--- src/rtl/fir_coef_reload_ctrl.sv ---
// Loads generator half-coefficients into the inactive bank (tap k, then NTAPS-1-k) and swaps banks on swap_ok.
// Each write follows its gen_valid by one cycle; requests arriving while busy are held and replayed from IDLE.
module fir_coef_reload_ctrl #(
    parameter int NTAPS   = 100,
    parameter int ADDR_W  = 7,
    parameter int TIMEOUT = 255
) (
    input  logic              clk,
    input  logic              rst,
    input  logic              cfg_req,
    input  logic [15:0]       cfg_fs,
    input  logic [15:0]       cfg_f_ln,
    output logic              gen_en,
    output logic [15:0]       gen_fs,
    output logic [15:0]       gen_f_ln,
    input  logic              gen_valid,
    input  logic [15:0]       gen_value,
    output logic              coef_we,
    output logic [ADDR_W:0]   coef_waddr,
    output logic [15:0]       coef_wdata,
    input  logic              swap_ok,
    output logic              active_bank,
    output logic              busy,
    output logic              done,
    output logic              err
);

    localparam int HALF = NTAPS / 2;
    localparam int WD_W = $clog2(TIMEOUT + 1);
    localparam logic [ADDR_W-1:0] LAST_TAP = ADDR_W'(NTAPS - 1);
    localparam logic [ADDR_W-1:0] HALF_M1  = ADDR_W'(HALF - 1);
    localparam logic [WD_W-1:0]   WD_LIMIT = WD_W'(TIMEOUT - 1);

    typedef enum logic [1:0] {
        IDLE,
        LOAD,
        MIRROR,
        WAIT_SWAP
    } state_t;

    state_t            state;
    logic [ADDR_W-1:0] k;
    logic [WD_W-1:0]   wd;
    logic [15:0]       hold;
    logic              pend;
    logic [15:0]       pend_fs;
    logic [15:0]       pend_f_ln;

    always_ff @(posedge clk) begin
        if (rst) begin
            state       <= IDLE;
            k           <= '0;
            wd          <= '0;
            hold        <= '0;
            pend        <= 1'b0;
            pend_fs     <= '0;
            pend_f_ln   <= '0;
            gen_en      <= 1'b0;
            gen_fs      <= '0;
            gen_f_ln    <= '0;
            coef_we     <= 1'b0;
            coef_waddr  <= '0;
            coef_wdata  <= '0;
            active_bank <= 1'b0;
            busy        <= 1'b0;
            done        <= 1'b0;
            err         <= 1'b0;
        end else begin
            coef_we <= 1'b0;
            done    <= 1'b0;

            // Requests during a load (including the cycle that returns to IDLE) are parked, last one wins.
            if (state != IDLE && cfg_req) begin
                pend      <= 1'b1;
                pend_fs   <= cfg_fs;
                pend_f_ln <= cfg_f_ln;
            end

            case (state)
                IDLE: begin
                    if (pend || cfg_req) begin
                        if (pend) begin
                            gen_fs   <= pend_fs;
                            gen_f_ln <= pend_f_ln;
                            pend     <= cfg_req;
                            if (cfg_req) begin
                                pend_fs   <= cfg_fs;
                                pend_f_ln <= cfg_f_ln;
                            end
                        end else begin
                            gen_fs   <= cfg_fs;
                            gen_f_ln <= cfg_f_ln;
                        end
                        err    <= 1'b0;
                        k      <= '0;
                        wd     <= '0;
                        gen_en <= 1'b1;
                        busy   <= 1'b1;
                        state  <= LOAD;
                    end
                end

                LOAD: begin
                    if (gen_valid) begin
                        coef_we    <= 1'b1;
                        coef_waddr <= {~active_bank, k};
                        coef_wdata <= gen_value;
                        hold       <= gen_value;
                        wd         <= '0;
                        if (k == HALF_M1) begin
                            gen_en <= 1'b0;
                        end
                        state <= MIRROR;
                    end else if (wd == WD_LIMIT) begin
                        err    <= 1'b1;
                        gen_en <= 1'b0;
                        busy   <= 1'b0;
                        state  <= IDLE;
                    end else begin
                        wd <= wd + 1'b1;
                    end
                end

                MIRROR: begin
                    coef_we    <= 1'b1;
                    coef_waddr <= {~active_bank, LAST_TAP - k};
                    coef_wdata <= hold;
                    if (k == HALF_M1) begin
                        state <= WAIT_SWAP;
                    end else begin
                        k     <= k + 1'b1;
                        wd    <= '0;
                        state <= LOAD;
                    end
                end

                WAIT_SWAP: begin
                    if (swap_ok) begin
                        active_bank <= ~active_bank;
                        done        <= 1'b1;
                        busy        <= 1'b0;
                        state       <= IDLE;
                    end
                end

                default: state <= IDLE;
            endcase
        end
    end

endmodule

--- config.mk ---
export PLATFORM = sky130hd
export DESIGN_NAME = fir_coef_reload_ctrl
export DESIGN_NICKNAME = d
export VERILOG_FILES = /design/src/rtl/fir_coef_reload_ctrl.sv
export SDC_FILE = /design/constraint.sdc
export NUM_CORES = 1
export LEC_CHECK = 0
export BUFFER_PORTS_ARGS = -buffer_cell sky130_fd_sc_hd__buf_4
export CAP_MARGIN = 20
export CORE_UTILIZATION = 35
export DETAILED_ROUTE_END_ITERATION = 12
export SYNTH_ARGS = -nofsm -noshare
export SYNTH_HDL_FRONTEND = slang
export SYNTH_SLANG_ARGS = --single-unit
export TNS_END_PERCENT = 30
--- constraint.sdc ---
create_clock -name clk -period 4 [get_ports clk]
set_input_delay 0.4 -clock clk [delete_from_list [all_inputs] [get_ports clk]]
set_output_delay 0.4 -clock clk [all_outputs]
set_load 0.005 [all_outputs]
Yosys cells after proc, flatten, opt, wreduce, memory -nomap -nowiden
Index checks and enable logic that the tools add are counted.
- add/subtract/negate cells: 3
- multiply operators: 0
- divide/modulo/power cells: 0
- order comparisons: 0
- eq/ne operators: 14
- shift operators: 0
- multiplexer cells: 49
- bitwise operators: 2
- reductions and logical operators: 20
- operator list (operator ; count):
    16-bit two-way mux ; 13
    8-bit two-way mux ; 5
    16-bit one-hot mux with 2 select lines ; 1
    8-bit one-hot mux with 3 select lines ; 1
    8-bit one-hot mux with 2 select lines ; 1
    1-bit two-way mux ; 15
    7-bit two-way mux ; 2
    7-bit one-hot mux with 2 select lines ; 1
    2-bit != test, second input constant ; 6
    4-bit AND reduction ; 3
    2-bit two-way mux ; 5
    3-bit != test, second input constant ; 3
    8-bit by 1-bit adder with 8-bit output, second input constant ; 1
    8-bit == test, second input constant ; 1
    2-bit one-hot mux with 4 select lines ; 1
    2-bit AND reduction ; 4
    2-bit nonzero test ; 4
    7-bit by 1-bit adder with 7-bit output, second input constant ; 1
    7-bit by 6-bit == test with 1-bit output, second input constant ; 1
    7-bit subtractor, first input constant ; 1
    1-bit one-hot mux with 2 select lines ; 3
    3-bit AND reduction ; 2
    3-bit nonzero test ; 2
    5-bit AND reduction ; 1
    other kinds (8) ; 10
- bits in registers: 128
- bits in latches: 0
- bits in writable memories: 0
- bits in read-only memories: 0
- output and inout port bits: 62
- memories kept: 0

Logic depth before layout (Yosys ltp)
Gate-level depths: netlist of run 1.
- depth after elaboration: 7
- mapped depth: 9

Least setup slack after synthesis of run 1
No wires, ideal clock.
- path type: register to register
- start point: register state[0]
- end point: register wd[7]
- setup time: 70 ps
- data arrival time: 1808 ps
- data required time: 3930 ps
- slack: 2121 ps
- stages on the path, launching flop included: 9
- buffers on the path: 2
- period minus slack after synthesis: 1879 ps
- cells stage by stage: dfxtp_1 > inv_1 > ha_1 > or3b_1 > buf_6 > o211ai_4 > buf_6 > or4_1 > a21oi_1
- word-level cells in the longest chain between the ends: 3
- elaborated cells on any way between the ends: 9
- classes of those cells: 5 x eq/ne; 1 x mux; 3 x reduce/logical
- RTL lines (item ; RTL line ; RTL):
    start, declared ; 41 ; state_t state;
    start signal, assigned ; 51 ; state <= IDLE;
    start signal, assigned ; 99 ; state <= LOAD;
    start signal, assigned ; 113 ; state <= MIRROR;
    2-bit by 1-bit == test with 1-bit output, or another cell as far along ; 79 ; case (state)
    3-bit != test (no line), or another cell as far along ; -- ;
    4-bit AND reduction (no line) ; -- ;
    end signal, assigned ; 120 ; wd <= wd + 1'b1;
    end, declared ; 43 ; logic [WD_W-1:0] wd;
Parallel ways exist; a longest one is shown, timed or not.
A chain may end at the register's enable or synchronous reset.

Worst setup path in the final report of run 1
- start point: register state[1]
- end point: register coef_waddr[4]
- word-level cells in the longest chain between the ends: 3
- elaborated cells on any way between the ends: 6
- classes of those cells: 3 x eq/ne; 1 x mux; 2 x reduce/logical
- RTL lines (item ; RTL line ; RTL):
    2-bit by 1-bit == test with 1-bit output or 2-bit == test (tied branches) ; 79 ;
    2-bit != test (no line) or 2-bit nonzero test (tied branches) ; -- ;
    2-bit AND reduction (no line) ; -- ;
    end signal, assigned ; 106 ; coef_waddr <= {~active_bank, k};
    end signal, assigned ; 126 ; coef_waddr <= {~active_bank, LAST_TAP - k};
    end, declared ; 19 ; output logic [ADDR_W:0] coef_waddr,
Parallel ways exist; a longest one is shown, timed or not.

==> summary.txt, run 1 <==
Final WL - 13500 um
Synth Area in Simple Gates - 16.7%
Die extent in x - 128 um
IO buf count - 114
Crit-path max cell delay - 0.50 ns
Power Density - 514 nW/um^2
Status - complete, no violations
Die Area - 16300 sq um
Slew @ Worst Pin - 0.873 ns
Startpoint of the lowest-slack hold path - cfg_fs[13]
Max Slew Vio Count - 0
R2R Setup Slk - 1.73 ns
Relative slew slack - 41.8%
Crit end category - flip-flop
Hold Path Class - in -> reg
Starting Density - 36.1%
Clock sink count - 128
Root Driver - clkbuf_16
I/O pins - 115
# Post-CTS Setup Buffers - 0
Synthesis Warnings - 0
Setup tns final - 0 ns
Synth Area in Compound Gates - 17.4%
Leakage - 2.78 nW
Initial drt markers - 249
Top FF cell, synth - dfxtp_1
Vias - 4711
Worst path cell trace - inv_1, ha_1, nand2_1, o21ai_4, buf_12, nor2_1, a311oi_1
Hold depth - 3
Syn Inst Count - 624
Post-Synth XOR/XNOR Area - 0.634%
DRC violations left - 0
Post-cts resize count - 0
Nets - 780
Layout Skew - 0.00617 ns
Area delta synth->final - 28.1%
VDD IR-drop max - 0.324 mV
DP HPWL - 9200 um
Vias in the first global route - 4454
CP bufs+invs - 2
DRT antenna net count - 0
Unrepaired setup endpoints after global routing - no
Req. time, crit path - 4.31 ns
Startpoint Class - flip-flop
Overflow after GRT - 0
Mux contribution to synthesized area - 11.4%
Final core occ - 46.2%
Reg-to-Reg Start - state[1]
CP Data Arrival Time - 2.58 ns
Row count - 45
Post-synth EDFFs - 0
Drt wl/cell - 14.4 um
Largest net degree at the start of global routing - 81
Max stage delay cell, worst path - nand2_1
Buffer depth of the longest clock path - 2
CTS tree - built
Reg clk slew, reported paths - 0.05 ns
Clock Latency Late Sink - 0.41 ns
# diodes - 0
Vias per inst - 5.03
Hold buffers post-CTS - 0
GPL Wtd Cong - 0.769
Crit-path leading delay family - simple AND/OR/NAND/NOR gates
Initial antenna violation count - 0
Sequential element share of the synthesized area - 46.4%
Largest family of logic cells by synthesized area - compound AO/OA/AOI/OAI gates
Critical path class - reg -> reg
Final Hold Viols - 0
CTS Buf Count - 17
Tcrit/Tclk final - 56.8%
FF+latch count, synth - 128
Post-Synthesis Cell Area - 5520 sq um
# H-tree levels - 4
Setup violations, final - 0
Core area - 15300 sq um
Crit path time final - 2.27 ns
Total Routing Usage GR - 17.2%
Netlist cell types - 45
Max frequency - 0.440 GHz
Die Height - 128 um
R2R depth - 7
Synth Area per Inst - 8.85 sq um
Drt first pass iters - 4
Post-Syn Nets - 689
First-pass GRT wire length - 22200 um
Ys async rst share - 0%
R2r endpoint - coef_waddr[4]
Total of max-cap violations - 0
Layout cells sized above 1 - 21.2%
CP Max Fanout - 45
Post-Synth Adder-Cell Area - 2.72%
[cell usage after synthesis (3+ instances only)]
cell type,number,area share (%)
buf_1,10,0.68
or4_1,10,1.4
nor3_1,3,0.27
and4_1,3,0.48
nand2_1,82,5.6
xnor2_1,3,0.48
ha_1,12,2.7
or3_1,3,0.34
nor2_1,75,5.1
clkbuf_1,23,1.6
nand4_1,8,0.91
nand2b_1,5,0.57
buf_2,10,0.91
o21ai_0,13,1.2
and2_1,3,0.34
a31oi_1,4,0.45
nand3_1,8,0.72
a21oi_1,56,5.1
o31ai_1,6,0.82
mux2i_1,63,11
inv_1,13,0.88
dfxtp_1,128,46
a211oi_1,54,7.3
[worst max path at each step]
| stage | cells past startpoint | endpoint | slack [ns] | start |
|---|---|---|---|---|
| 2_1_floorplan | 8 | wd[7] | 2.12 | state[0] |
| 3_3_place_gp | 6 | coef_waddr[2] | 1.56 | state[0] |
| 3_5_place_dp | 6 | coef_waddr[4] | 1.48 | state[0] |
| 4_1_cts | 6 | coef_waddr[2] | 1.47 | state[0] |
| 5_1_grt | 6 | gen_fs[4] | 1.54 | state[0] |
| 6_report | 7 | coef_waddr[4] | 1.73 | state[1] |
[report_power, final]
part | leakage [nW] | internal (mW) | total [mW] | switching [mW]
sequential | 1.05 | 1.41 | 1.49 | 0.0770
clock | 0.288 | 0.963 | 1.49 | 0.530
combinational | 1.44 | 0.307 | 0.659 | 0.352
[area by class of cell]
| cell class | count | area, sq um |
|---|---|---|
| repair buffers | 119 | 906 |
| fillers | 1514 | 8240 |
| multi-input cells | 436 | 2710 |
| flip-flops and latches | 128 | 2560 |
| clock inverters | 4 | 48.8 |
| clock buffers | 26 | 529 |
| inverters | 13 | 48.8 |
| well taps | 211 | 264 |
[layer usage]
layer | GRT usage [%] | part of all wire, %
met3 | 5.57 | 5.3
met4 | 5.26 | 0.96
met1 | 21.7 | 47
met2 | 28.0 | 46
met5 | 0 | 0
[layout by cell type (no fill, tap or decap), drive strengths merged, types with 4 or more instances in the layout]
| cell type | n |
|---|---|
| nor2 | 75 |
| nand4 | 8 |
| buf | 119 |
| a31oi | 4 |
| nand3 | 8 |
| inv | 13 |
| clkbuf | 26 |
| o21ai | 14 |
| ha | 12 |
| a211oi | 54 |
| nand2 | 82 |
| or4 | 10 |
| o31ai | 6 |
| a21oi | 56 |
| nand2b | 5 |
| dfxtp | 128 |
| mux2i | 63 |
[kinds of logic after synthesis]
logic type               after synthesis
multiplexers                          63
XOR/XNOR                               4
AO/OA/AOI/OAI                        148
flip-flops                           128
adder cells (fa/ha/maj)               12
AND/OR/NAND/NOR                      209
buffers and inverters                 60
[tightest hold or removal path, delay by kind of cell]
| kind | cells | cell delay (ns) |
|---|---|---|
| buf+inv | 1 | 0.08 |
| simple gates | 1 | 0.07 |
| mux | 1 | 0.05 |
[metrics by stage]
stage	cell area [sq um]	instances	setup slack, ns	power [mW]	hold WS [ns]
after floorplan	5520	624	2.12	1.90	0.436
final	7070	937	1.73	3.64	0.232
after detailed placement	6470	906	1.48	2.17	0.446
after global routing	7070	937	1.54	3.84	0.222
after global placement	6470	906	1.56	2.15	0.441
after CTS	7050	936	1.47	3.67	0.218
Note: power is estimated with default switching activity, not from simulation.
==> run 2: changes to the inputs <==
clock period = 2.03 ns   (was 4 ns; I/O delays follow)
==> summary.txt, run 2 (synthesized netlist as in run 1, its figures left out) <==
Status - complete, no violations
Crit-path max cell delay - 0.53 ns
Max frequency - 0.517 GHz
Buffer depth of the longest clock path - 2
Final worst setup slack - 0.0939 ns
Vias - 4765
Area delta synth->final - 30.4%
Total Routing Usage GR - 17.1%
DRT antenna net count - 0
Clock power frac - 39.7%
Largest net degree at the start of global routing - 81
Fin Hold WS - 0.0420 ns
IO buf count - 114
Layout cells sized above 1 - 23.6%
Fill cells - 1474
Leakage - 2.84 nW
Die Area - 16300 sq um
Initial antenna violation count - 0
Root Driver - clkbuf_16
Req. time, crit path - 2.36 ns
VDD IR-drop max - 0.677 mV
Pre-CTS WS - -0.0148 ns
Initial drt markers - 253
Clock sink count - 128
Net Sw Power - 1.93 mW
Net Sw Frac - 27.0%
Vias in the first global route - 4618
DRC violations left - 0
Setup violations, final - 0
Overflow after GRT - 0
Reg clk slew, reported paths - 0.05 ns
Crit-path leading delay family - simple AND/OR/NAND/NOR gates
Most common cell after layout, fill and taps aside - buf_4
Nets - 793
Final WL - 13400 um
Core area - 15300 sq um
Worst path cell trace - inv_1, ha_1, or3b_4, o211ai_4, or4_4, a31oi_1
Die Height - 128 um
Total of max-cap violations - 0
Unrepaired setup endpoints after global routing - no
DP HPWL - 9270 um
CTS Buf Count - 17
Drt wl/cell - 14.1 um
Flop pwr share - 40.8%
Clock Latency Late Sink - 0.41 ns
Power Density - 992 nW/um^2
Tcrit/Tclk final - 95.4%
Row count - 45
Commonest cells after routing, fill and taps aside - buf_4, dfxtp_1, nand2_1, nor2_1, mux2i_1
CP bufs+invs - 1
Max stage delay cell, worst path - or4_4
Crit end category - flip-flop
Critical path class - reg -> reg
Startpoint Class - flip-flop
CP Max Fanout - 10
First-pass GRT wire length - 22100 um
Logic pwr share - 19.5%
Crit path time final - 1.94 ns
Internal - 5.21 mW
# H-tree levels - 4
GPL Wtd Cong - 0.803
CP Data Arrival Time - 2.27 ns
I/O pins - 115
Layout Skew - 0.00790 ns
Multi-input gate area - 2720 sq um
CTS tree - built
Starting Density - 36.1%
Seq. cell area - 2560 sq um
Drt first pass iters - 4
Final Hold Viols - 0
Slew @ Worst Pin - 0.702 ns
Die extent in x - 128 um
Hold Path Class - in -> reg
# diodes - 0
Vias per inst - 5.01
Relative slew slack - 53.1%
Hold buffers post-CTS - 0
Max Slew Vio Count - 0
==> run 2: cell count changes in the layout (fill, tap and decap cells not counted), moves of 2 or more <==
cell,delta
clkbuf_8,-4
buf_4,+10
clkinv_2,+5
clkinvlp_4,+2
buf_12,+3
==> run 2: timing repair <==
action | CTS | global route
setup buffers | 0 | 0
gates resized for setup | 1 | 5
pin swaps | 0 | 2
endpoints found under the hold margin | 0 | 0
endpoints found under the setup margin | 2 | 5
==> run 2: stage by stage <==
| step | TNS, ns | util (%) | power (mW) | instance area [sq um] | cells |
|---|---|---|---|---|---|
| 5_1_grt | 0 | 47.0 | 7.54 | 7200 | 952 |
| 3_5_place_dp | -0.0148 | 43.3 | 4.36 | 6630 | 920 |
| 4_1_cts | 0 | 47.0 | 7.23 | 7190 | 952 |
| 3_3_place_gp | 0 | 43.3 | 4.32 | 6630 | 920 |
| 2_1_floorplan | 0 | - | 3.75 | 5520 | 624 |
| 6_report | 0 | 47.0 | 7.14 | 7200 | 952 |
==> run 2: worst register-to-register path, delay by kind of cell (launching register included) <==
family / cells / cell delay (ns)
AOI/OAI and AO/OA: 2 / 0.30
DFF: 1 / 0.39
and+or+nand+nor: 2 / 0.84
buffers and inverters: 1 / 0.11
adders and majority gates: 1 / 0.22
==> run 2: power by group through the flow <==
stage / clock network [mW] / logic, mW / registers [mW]
after global routing: 3.04 / 1.55 / 2.95
after floorplan: 0 / 0.792 / 2.96
after global placement: 0 / 1.37 / 2.96
after detailed placement: 0 / 1.39 / 2.97
final: 2.84 / 1.39 / 2.92
after CTS: 2.91 / 1.40 / 2.92
==> run 2: final cells by class <==
cell class,count,area share (%)
inverter,13,0.678
tap,211,3.67
clock inverter,11,1.23
multi-input combinational,436,37.8
timing repair buffer,132,14.5
sequential,128,35.6
clock buffer,21,6.53
==> run 2: path summary, 6_finish.rpt <==
path	slack, ns	from	to	cells past startpoint
worst max-delay path	0.09	state[1]	wd[3]	6
worst min-delay path	0.04	cfg_fs[12]	flip-flop	3
worst max register to register	0.09	state[1]	wd[3]	6
worst min register to register	0.45	flip-flop	flip-flop	2
==> run 2: layer usage <==
metal  track usage, %  vias to the layer above  part of all wire (%)
met3             4.98                       30                   5.3
li1                 -                     2429                     -
met5                0                        -                     0
met1             20.9                     2194                    46
met2             27.7                      112                    46
met4             7.82                        0                   2.7
==> run 3: changes to the inputs <==
CORE_UTILIZATION = 49   (was 35)
CTS_CLUSTER_SIZE = 10   (was not set)
PLACE_DENSITY = 0.76   (was not set)
==> summary.txt, run 3 (synthesized netlist as in run 1, its figures left out) <==
Layout cells sized above 1 - 22.5%
Crit end category - flip-flop
Most common cell after layout, fill and taps aside - buf_4
Initial antenna violation count - 0
Clock Latency Late Sink - 0.53 ns
Clock power frac - 38.9%
Post-route cell area - 7630 sq um
Critical Path Start - state[1]
First-pass GRT wire length - 23100 um
DRC violations left - 0
Layout Skew - 0.00952 ns
CTS tree - built
Initial drt markers - 282
Setup violations, final - 0
Drt first pass iters - 5
Starting Density - 50.7%
Crit-path leading delay family - simple AND/OR/NAND/NOR gates
# H-tree levels - 4
Startpoint Class - flip-flop
R2R depth - 6
VDD IR-drop max - 0.726 mV
Setup tns final - 0 ns
Net Sw Power - 1.98 mW
Logic pwr share - 20.6%
Unrepaired setup endpoints after global routing - no
Commonest cells after routing, fill and taps aside - buf_4, dfxtp_1, nand2_1, nor2_1, mux2i_1
Die Height - 108 um
Die Area - 11700 sq um
Flop pwr share - 40.5%
R2r endpoint - wd[2]
Nets - 847
Row count - 38
Max Slew Vio Count - 0
Hold path endpoint - wd[5]
Pre-CTS WS - 0.0404 ns
DRT antenna net count - 0
Vias per inst - 5.51
Req. time, crit path - 2.48 ns
Crit path time final - 1.94 ns
Root Driver - clkbuf_8
Total of max-cap violations - 0
Critical path class - reg -> reg
Hold Path Class - in -> reg
Buffer depth of the longest clock path - 2
Startpoint of the lowest-slack hold path - rst
Vias - 5153
I/O pins - 115
Net Sw Frac - 27.5%
Tcrit/Tclk final - 95.6%
CP Data Arrival Time - 2.39 ns
Leakage - 3.06 nW
Die extent in x - 108 um
Placed instance area - 6530 sq um
Clock sink count - 128
CP bufs+invs - 1
# diodes - 0
Overflow after GRT - 0
Reg-to-Reg Start - state[1]
Total Routing Usage GR - 25.2%
Area delta synth->final - 38.1%
GPL Wtd Cong - 0.901
Reg clk slew, reported paths - 0.06 ns
Vias in the first global route - 5070
Relative slew slack - 52.6%
Status - complete, no violations
Max stage delay cell, worst path - or4_1
CP Max Fanout - 14
Internal - 5.25 mW
Final worst setup slack - 0.0898 ns
Worst path cell trace - inv_1, ha_1, or3b_4, o211ai_4, or4_1, a31oi_1
Largest net degree at the start of global routing - 90
IO buf count - 114
Drt wl/cell - 15.6 um
Max frequency - 0.515 GHz
CTS Buf Count - 17
Slew @ Worst Pin - 0.709 ns
Power Density - 948 nW/um^2
Final Hold Viols - 0
Core area - 10900 sq um
DP HPWL - 8880 um
Crit-path max cell delay - 0.53 ns
Power, Total - 7.23 mW
R2R Setup Slk - 0.09 ns
Hold depth - 3
Final WL - 14600 um
## run 3: timing repair
action,CTS,global route
setup endpoints to repair,0,23
hold buffers,49,0
gates resized for setup,0,7
endpoints found under the hold margin,49,0
buffers inserted,0,6
## run 3: worst max path at each step
stage                        to  slack, ns  cells past startpoint
after global routing      wd[7]       0.01                      6
after global placement    wd[2]       0.14                      6
after floorplan           wd[7]       0.15                      8
after detailed placement  wd[2]       0.04                      6
final                     wd[2]       0.09                      6
after CTS                 wd[2]       0.02                      6
## run 3: per-layer routing
layer  track usage (%)  up-vias  share of wire, %
met5                 0        -                 0
met4              10.7        0               2.5
met3              6.33       35               5.2
met2              44.9      171                50
met1              28.3     2407                42
li1                  -     2540                 -
## run 3: cell type report
cell class / count / area [sq um]
clock buffer: 20 / 425
clock inverter: 12 / 119
fill: 794 / 3260
inverter: 13 / 48.8
multi-input combinational: 436 / 2730
sequential: 128 / 2570
tap: 140 / 175
timing repair buffer: 186 / 1570
## run 3: stage by stage
step           hold WS [ns]  instances  util [%]
4_1_cts              0.0288        929      69.5
6_report             0.0521        935      70.1
2_1_floorplan         0.339        624         -
3_3_place_gp          0.441        848      60.0
5_1_grt              0.0570        935      70.1
3_5_place_dp          0.446        848      60.0
## run 3: worst register-to-register path, stage by stage (launching register included)
cell	delay (ns)
dfxtp_1	0.39
inv_1	0.10
ha_1	0.21
or3b_4	0.30
o211ai_4	0.16
or4_1	0.53
a31oi_1	0.17
## run 3: power groups by stage
stage	logic [mW]	registers, mW	clock network [mW]
2_1_floorplan	0.792	2.96	0
3_3_place_gp	1.33	2.96	0
3_5_place_dp	1.37	2.97	0
4_1_cts	1.45	2.93	2.84
5_1_grt	1.64	2.96	2.97
6_report	1.49	2.93	2.81
